`config.mk`:
```
export PLATFORM = sky130hd
export DESIGN_NAME = vga_ball_locator
export DESIGN_NICKNAME = d
export VERILOG_FILES = /design/src/rtl/vga_ball_locator.sv
export SDC_FILE = /design/constraint.sdc
export NUM_CORES = 1
export LEC_CHECK = 0
export ABC_CLOCK_PERIOD_IN_PS = 3100
export CORE_MARGIN = 2
export CORE_UTILIZATION = 64
export CTS_CLUSTER_DIAMETER = 40
export DETAILED_ROUTE_END_ITERATION = 12
export DONT_BUFFER_PORTS = 1
export GPL_TIMING_DRIVEN = 1
export PLACE_DENSITY = 0.83
export SLEW_MARGIN = 30
export SYNTH_ARGS = -nofsm -noshare
export SYNTH_HDL_FRONTEND = slang
export SYNTH_SLANG_ARGS = --single-unit
```
`constraint.sdc`:
```
create_clock -name clk -period 3.1 [get_ports clk]
set_input_delay 0.62 -clock clk [delete_from_list [all_inputs] [get_ports clk]]
set_output_delay 0.62 -clock clk [all_outputs]
set_load 0.05 [all_outputs]
```
`src/rtl/vga_ball_locator.sv`:
```
// vga_ball_locator
//   Watches a VGA pixel stream (negative-logic hsync/vsync, 4-bit RGB, one pixel
//   per clk). It rebuilds pixel coordinates from the sync pulses, tests each
//   active pixel against a "red ball" colour window, and once per frame reports
//   the centre of the bounding box of all matching pixels.
//
// Ports
//   clk          in   1   pixel clock, one pixel per cycle
//   reset        in   1   synchronous, active-low reset
//   hsync        in   1   horizontal sync, low = pulse
//   vsync        in   1   vertical sync, low = pulse
//   red          in   4   pixel red
//   green        in   4   pixel green
//   blue         in   4   pixel blue
//   ball_x       out  10  centre x of last found object
//   ball_y       out  10  centre y of last found object
//   ball_found   out  1   last completed frame had enough matching pixels
//   frame_valid  out  1   one-cycle strobe when the results update
//   locked       out  1   sync timing is being tracked
module vga_ball_locator #(
  parameter int         H_BP      = 48,
  parameter int         H_ACTIVE  = 640,
  parameter int         V_BP      = 33,
  parameter int         V_ACTIVE  = 480,
  parameter int         H_TIMEOUT = 1023,
  parameter logic [3:0] R_MIN     = 4'd12,
  parameter logic [3:0] G_MAX     = 4'd4,
  parameter logic [3:0] B_MAX     = 4'd4,
  parameter int         MIN_PIX   = 16
) (
  input  logic       clk,
  input  logic       reset,
  input  logic       hsync,
  input  logic       vsync,
  input  logic [3:0] red,
  input  logic [3:0] green,
  input  logic [3:0] blue,
  output logic [9:0] ball_x,
  output logic [9:0] ball_y,
  output logic       ball_found,
  output logic       frame_valid,
  output logic       locked
);

  typedef enum logic [1:0] {
    WAIT_SYNC = 2'd0,
    TRACK     = 2'd1,
    REPORT    = 2'd2
  } state_t;

  localparam logic [10:0] H_START   = 11'(H_BP);
  localparam logic [10:0] H_END     = 11'(H_BP + H_ACTIVE);
  localparam logic [10:0] V_START   = 11'(V_BP);
  localparam logic [10:0] V_END     = 11'(V_BP + V_ACTIVE);
  localparam logic [9:0]  H_OFS     = 10'(H_BP);
  localparam logic [9:0]  V_OFS     = 10'(V_BP);
  localparam logic [9:0]  H_LIMIT   = 10'(H_TIMEOUT);
  localparam logic [18:0] MIN_COUNT = 19'(MIN_PIX);

  logic        hs1, hs2, vs1, vs2;
  logic [3:0]  red1, green1, blue1;
  logic        h_rise, v_rise, v_fall;
  logic [9:0]  hcount, vcount;
  logic        h_act, v_act, match;
  logic [9:0]  pix_x, pix_y;
  state_t      state, state_next;
  logic        clear_acc, accumulate, do_report;
  logic [9:0]  xmin, xmax, ymin, ymax;
  logic [18:0] mcount;
  logic [10:0] sum_x, sum_y;
  logic        found;

  // Input register stage plus one extra sync stage for edge detection.
  // The sync stages reset to the idle (high) level so that leaving reset in
  // the middle of a frame never looks like a sync rising edge.
  always_ff @(posedge clk) begin
    if (!reset) begin
      hs1    <= 1'b1;
      hs2    <= 1'b1;
      vs1    <= 1'b1;
      vs2    <= 1'b1;
      red1   <= '0;
      green1 <= '0;
      blue1  <= '0;
    end else begin
      hs1    <= hsync;
      hs2    <= hs1;
      vs1    <= vsync;
      vs2    <= vs1;
      red1   <= red;
      green1 <= green;
      blue1  <= blue;
    end
  end

  assign h_rise = hs1 & ~hs2;
  assign v_rise = vs1 & ~vs2;
  assign v_fall = ~vs1 & vs2;

  // Pixel and line counters. hcount saturates so a missing hsync is visible
  // as a stuck value that the FSM treats as loss of lock.
  always_ff @(posedge clk) begin
    if (!reset) begin
      hcount <= '0;
      vcount <= '0;
    end else begin
      if (h_rise)
        hcount <= '0;
      else if (hcount != H_LIMIT)
        hcount <= hcount + 10'd1;
      if (v_rise)
        vcount <= '0;
      else if (h_rise)
        vcount <= vcount + 10'd1;
    end
  end

  // Active-window decode and colour window test on the registered pixel.
  always_comb begin
    h_act = ({1'b0, hcount} >= H_START) && ({1'b0, hcount} < H_END);
    v_act = ({1'b0, vcount} >= V_START) && ({1'b0, vcount} < V_END);
    pix_x = hcount - H_OFS;
    pix_y = vcount - V_OFS;
    match = h_act && v_act && (red1 >= R_MIN) && (green1 <= G_MAX) && (blue1 <= B_MAX);
  end

  // State register.
  always_ff @(posedge clk) begin
    if (!reset)
      state <= WAIT_SYNC;
    else
      state <= state_next;
  end

  // Next-state logic. A stalled hcount wins over a frame end so a broken
  // stream never produces a report.
  always_comb begin
    state_next = state;
    case (state)
      WAIT_SYNC: if (v_rise) state_next = TRACK;
      TRACK: begin
        if (hcount == H_LIMIT)
          state_next = WAIT_SYNC;
        else if (v_fall)
          state_next = REPORT;
      end
      REPORT:    state_next = TRACK;
      default:   state_next = WAIT_SYNC;
    endcase
  end

  // State outputs. A vsync rise in TRACK restarts the accumulation, which
  // covers a glitch that skipped the frame-end report.
  always_comb begin
    locked     = 1'b0;
    clear_acc  = 1'b0;
    accumulate = 1'b0;
    do_report  = 1'b0;
    case (state)
      WAIT_SYNC: clear_acc = v_rise;
      TRACK: begin
        locked     = 1'b1;
        clear_acc  = v_rise;
        accumulate = match && !v_rise;
      end
      REPORT: begin
        locked    = 1'b1;
        clear_acc = 1'b1;
        do_report = 1'b1;
      end
      default: ;
    endcase
  end

  // Bounding box and match counter. An empty box (mcount == 0) is loaded
  // directly by the first match instead of being compared against.
  always_ff @(posedge clk) begin
    if (!reset || clear_acc) begin
      xmin   <= '0;
      xmax   <= '0;
      ymin   <= '0;
      ymax   <= '0;
      mcount <= '0;
    end else if (accumulate) begin
      if (mcount == '0) begin
        xmin <= pix_x;
        xmax <= pix_x;
        ymin <= pix_y;
        ymax <= pix_y;
      end else begin
        if (pix_x < xmin) xmin <= pix_x;
        if (pix_x > xmax) xmax <= pix_x;
        if (pix_y < ymin) ymin <= pix_y;
        if (pix_y > ymax) ymax <= pix_y;
      end
      if (mcount != '1)
        mcount <= mcount + 19'd1;
    end
  end

  assign sum_x = {1'b0, xmin} + {1'b0, xmax};
  assign sum_y = {1'b0, ymin} + {1'b0, ymax};
  assign found = (mcount >= MIN_COUNT);

  // Result registers, updated from the one-cycle REPORT state. When too few
  // pixels matched, the previous centre is kept and only ball_found drops.
  always_ff @(posedge clk) begin
    if (!reset) begin
      ball_x      <= '0;
      ball_y      <= '0;
      ball_found  <= 1'b0;
      frame_valid <= 1'b0;
    end else begin
      frame_valid <= do_report;
      if (do_report) begin
        ball_found <= found;
        if (found) begin
          ball_x <= 10'(sum_x >> 1);
          ball_y <= 10'(sum_y >> 1);
        end
      end
    end
  end

endmodule

```
After elaboration in Yosys (flattened, before gate mapping). Index checks and enable logic that the tools add are counted.

Output and inout port bits: 23. Bits of input ports: 16. Register bits after elaboration: 119. Word-level logic and storage cells: 95. Memories: 0. Bits in writable memories: 0. Bits in latches: 0. ROM bits: 0.

Order comparisons: 12. Multiply operators: 0. Shifts and indexed selects: 0. Mux-type cells: 16. Add/sub/neg operators: 7. Reduce and logical (&&, ||, !) cells: 27. Divide/modulo/power cells: 0. Bitwise operators: 7. Equal/unequal tests: 7.

Operators with widths (number): 10-bit 2-to-1 mux (8); 10-bit by 10-bit adder with 11-bit output (2); 10-bit by 1-bit adder with 10-bit output, second input constant (2); 10-bit by 6-bit >= comparator with 1-bit output, second input constant (2); 10-bit greater-than comparator (2); 10-bit less-than comparator (2); 10-bit less-than comparator, second input constant (2); 10-bit by 6-bit subtractor with 10-bit output, second input constant (2); 19-bit by 1-bit adder with 19-bit output, second input constant (1); 19-bit by 5-bit >= comparator with 1-bit output, second input constant (1); 19-bit zero test (1); 19-bit inequality test, second input constant (1); 2-bit AND reduction (7); 10-bit == test, second input constant (1); 10-bit inequality test, second input constant (1); 4-bit by 3-bit <= comparator with 1-bit output, second input constant (2); 2-bit nonzero test (4); 2-bit OR reduction (4); 1-bit logical AND (7); 2-bit 2-to-1 mux (3); 2-bit one-hot mux with 3 select lines (1); 4-bit >= comparator, second input constant (1); 1-bit inverter (4); 1-bit bitwise AND (3); 9 further kinds (12).

Logic depth before layout (Yosys ltp). Gate-level depths: netlist of the first run.

Depth in word-level cells: 9. Mapped depth: 13. Mapped depth without buffers: 12.

Worst setup path after synthesis of the first run. No wires, ideal clock.

Path kind: register to register. From: reg vcount[0]. To: reg ymax[2]. Period minus slack after synthesis: 2.864 ns. Arrival: 2.796 ns. Slack: 0.236 ns. Buffers on the path: 1. Stages on the path, launching flop included: 13. Data required time: 3.033 ns. Library setup time: 0.067 ns. Cell sequence: dfxtp_1 -> or4_4 -> o21a_1 -> nor4_4 -> xor2_1 -> ha_1 -> nand4_1 -> a211oi_1 -> a2111oi_0 -> a211o_1 -> buf_6 -> nand3_1 -> o21ai_2.

Elaborated cells between the ends (all ways): 15. Classes of those cells: 1 x add/sub; 3 x order compare; 3 x mux; 8 x reduce/logical.

RTL lines: start: declaration (line 63) `logic [9:0] hcount, vcount;`; start signal: assignment (line 114) `vcount <= vcount + 10'd1;`; 10-bit by 6-bit subtractor with 10-bit output (line 123) `pix_y = vcount - V_OFS;`; via pix_y[9] (line 65) `logic [9:0] pix_x, pix_y;`; 10-bit greater-than comparator (line 194) `if (pix_y > ymax) ymax <= pix_y;`; 2-bit nonzero test (no line); 2-bit AND reduction (no line); end signal: assignment (line 189) `ymax <= pix_y;`; end signal: assignment (line 194); end: declaration (line 68) `logic [9:0] xmin, xmax, ymin, ymax;`.

The timed path passes the listed nets, and every way through them passes these cells. The select of a mux whose other input is x is not followed. A chain may end at the register's enable or synchronous reset.

Final worst setup path of the first run. Ends and elaborated chain as after synthesis.

==> flow_summary.json, run 1 <==
{
  "status": "completed",
  "crit_path_cell_trace": "or4_4, o21a_4, nor4_4, xor2_1, ha_1, nand4_1, a211oi_2, a2111oi_4, a211o_2, clkbuf_16, nand3_1, o21ai_2",
  "holdWs_ns": 0.1584,
  "p_int_w": 0.002674,
  "yosysSeqAreaShare_pct": 33.43,
  "report.final.slew_viol_count": 0,
  "worstPathRequired_ns": 3.53,
  "htree_levels": 4,
  "synth.area.top_cells": "dfxtp_1 33%, ha_1 12%, nand2_1 6.0%",
  "start_util_pct": 65.21,
  "fin_cells": 956,
  "rr_worst_depth": 12,
  "clk_path_buf_depth": 2,
  "grt_pass1_vias": 5649,
  "p_sw_share_pct": 23.13,
  "postCtsSetupBuffers": 0,
  "antenna_found_initial": 0,
  "grt_usage_pct": 27.70,
  "diodes": 0,
  "crit_arrival_ns": 3.47,
  "worst_pin_slew_ns": 0.6900,
  "clkTransAtPathRegs_ns": 0.06,
  "drt-initial-drc-count": 369,
  "yosys_warnings": 0,
  "p_clk_share_pct": 50.6,
  "firstDrtPassIters": 5,
  "crit_fanout": 5,
  "grt_pass1_wl_mm": 25.74,
  "via_count": 5816,
  "synth-seq-cells": 117,
  "final_area_um2": 7764,
  "yosys-top-cells-count": "117 x dfxtp_1, 112 x nand2_1, 68 x ha_1",
  "cts_tree": "yes",
  "r2r_slack_ns": 0.06,
  "drive_above_1_share_pct": 12.62,
  "ios": 39,
  "hpwlAfterDp_mm": 10.82,
  "root_buffer": "clkbuf_8",
  "totalWireLength_mm": 16.10,
  "setup_viol": 0,
  "dp.cells": 923,
  "cp-start-kind": "flip-flop",
  "fmax_ghz": 0.3288,
  "cts_sinks": 117,
  "endpoint_kind": "flip-flop",
  "hold_viol": 0,
  "combPwrFrac_pct": 5.1,
  "grt_remaining_overflow": 0,
  "syn_inst": 805,
  "whs_path_depth": 1,
  "pwr-share-seq_pct": 44.2,
  "synth_edf_count": 0,
  "synth_top_area_cell": "dfxtp_1",
  "fin_crit_ns": 3.041,
  "cts_buffers": 17,
  "synth.most_common_cell": "dfxtp_1",
  "die_area_um2": 11800,
  "dieWidth_um": 108.6,
  "synth_nets": 891,
  "dpl_cell_area_um2": 7096,
  "yosysUniqueCellTypes": 63,
  "core-area_um2": 10750,
  "slowest_delay_ns": 0.55,
  "preCtsSetupSlack_ns": -0.09068,
  "critPathKind": "flip-flop to flip-flop",
  "nFillCells": 775,
  "slew-limit-headroom_pct": 53.91,
  "fin_crit_sh_pct": 98.10,
  "route.detailed.drc": 0,
  "synth.top_cell.area_share_pct": 33.43,
  "p_switching_w": 0.0008047,
  "hold_path_class": "input port to flip-flop",
  "ant_nets": 0,
  "area_delta_synth_final_pct": 10.80,
  "ys.flop_type": "dfxtp_1",
  "maxCapViolations": 0,
  "die_height_um": 108.6,
  "critical_path.slowest_cell": "or4_4",
  "mappedNetlistArea_um2": 7007,
  "io_buffers": 0,
  "setup_ws_ns": 0.05879,
  "fin_skew_ns": 0.008042,
  "setup_tns_ns": 0,
  "p_leak_nw": 3.061,
  "powerDensity_nw_per_um2": 448.1,
  "grt_max_degree": 65,
  "place_congestion": 0.8771,
  "via_per_inst": 6.084,
  "synth.avg_cell_area_um2": 8.704,
  "num_rows": 38,
  "ir_drop_mv": 0.4848,
  "wl_per_cell_um": 16.84,
  "worstSkewPairLatency_ns": 0.54,
  "synth-async-reset-ratio_pct": 0,
  "finalNetCount": 891
}
## flip-flops by register name (all words and copies together), names as in the netlist
name / count
ymin: 10
ymax: 10
hcount: 10
ball_found: 1
frame_valid: 1
mcount: 19
blue1: 4
ball_x: 10
ball_y: 10
vcount: 10
xmin: 10
green1: 4
state: 2
hs2: 1
hs1: 1
xmax: 10
red1: 2
vs2: 1
vs1: 1
## power groups by stage
stage,Clock (W),Combinational [W],Sequential (W)
after floorplan,0,0.000137,0.00157
after global placement,0,0.000159,0.00157
after detailed placement,0,0.000168,0.00157
after CTS,0.00178,0.000173,0.00154
after global routing,0.00185,0.000195,0.00154
final,0.00176,0.000179,0.00154
## what timing repair did
| item | 4_1_cts | 5_1_grt |
|---|---|---|
| cloned | 0 | 3 |
| resized for setup | 3 | 18 |
| pin swaps | 0 | 7 |
| endpoints found under the setup margin | 11 | 20 |
| hold buffers | 0 | 0 |
## final cells by class
type	count	area [um^2]	area share (%)
multi-input combinational	593	4293	55.29
clock inverter	9	81.33	1.048
inverter	54	202.7	2.611
clock buffer	21	449.2	5.786
sequential	117	2342	30.17
tap	140	175.2	2.256
timing repair buffer	22	220.2	2.836
## worst max-delay path, delay by kind of cell (launching register included)
kind,cells,cell delay [ns]
buffers and inverters,1,0.19
adders and majority gates,1,0.31
DFF,1,0.31
xor gates and xnor gates,1,0.12
AOI/OAI and AO/OA,5,1.05
and+or+nand+nor,4,0.95
## placed cells by master, fill, tap and decap left out, types with 25 or more instances in the layout
| cell type | n |
|---|---|
| a21oi_1 | 31 |
| inv_1 | 54 |
| dfxtp_1 | 117 |
| o21ai_0 | 26 |
| xnor2_1 | 26 |
| xor2_1 | 25 |
| nand2_1 | 112 |
| mux2i_1 | 31 |
| nor2_1 | 52 |
| ha_1 | 67 |
| nand3_1 | 28 |
## path summary, 6_finish.rpt
kind	to	start
worst min-delay path	hs1	reset
worst max register to register	ymax[2]	vcount[0]
worst max-delay path	ymax[2]	vcount[0]
worst min register to register	hs2	hs1
## stage by stage
step           total power [W]  util [%]
3_3_place_gp          0.001727     66.03
4_1_cts               0.003489     71.06
2_1_floorplan         0.001703         -
6_report              0.003479     72.25
5_1_grt               0.003587     72.25
3_5_place_dp          0.001738     66.03
## cells by family after synthesis
group | count (synthesis) | share of synthesized area [%]
flops | 117 | 33.43
mux | 32 | 4.571
fa+ha+maj | 70 | 12.71
buf+inv | 95 | 6.339
simple gates | 310 | 24.02
compound gates | 129 | 12.43
xor+xnor | 52 | 6.500
## metal layers
metal | GRT usage, % | wire length (um) | vias up
li1 | - | - | 2784
met2 | 48.75 | 8319 | 140
met4 | 12.91 | 354 | 0
met3 | 7.113 | 655 | 33
met1 | 31.31 | 6772 | 2859
met5 | 0 | 0 | -
(Power assumes the default switching activity.)
==> run 2, diff against run 1 <==
--- a/config.mk
+++ b/config.mk
@@ -6,6 +6,7 @@
 export NUM_CORES = 1
 export LEC_CHECK = 0
 export ABC_CLOCK_PERIOD_IN_PS = 3100
+export CAP_MARGIN = 20
 export CORE_MARGIN = 2
 export CORE_UTILIZATION = 64
 export CTS_CLUSTER_DIAMETER = 40
@@ -13,7 +14,7 @@
 export DONT_BUFFER_PORTS = 1
 export GPL_TIMING_DRIVEN = 1
 export PLACE_DENSITY = 0.83
-export SLEW_MARGIN = 30
+export SLEW_MARGIN = 25
 export SYNTH_ARGS = -nofsm -noshare
 export SYNTH_HDL_FRONTEND = slang
 export SYNTH_SLANG_ARGS = --single-unit
==> results of run 2 <==
Same layout as run 1: the final DEF is identical, and so are final timing and power.
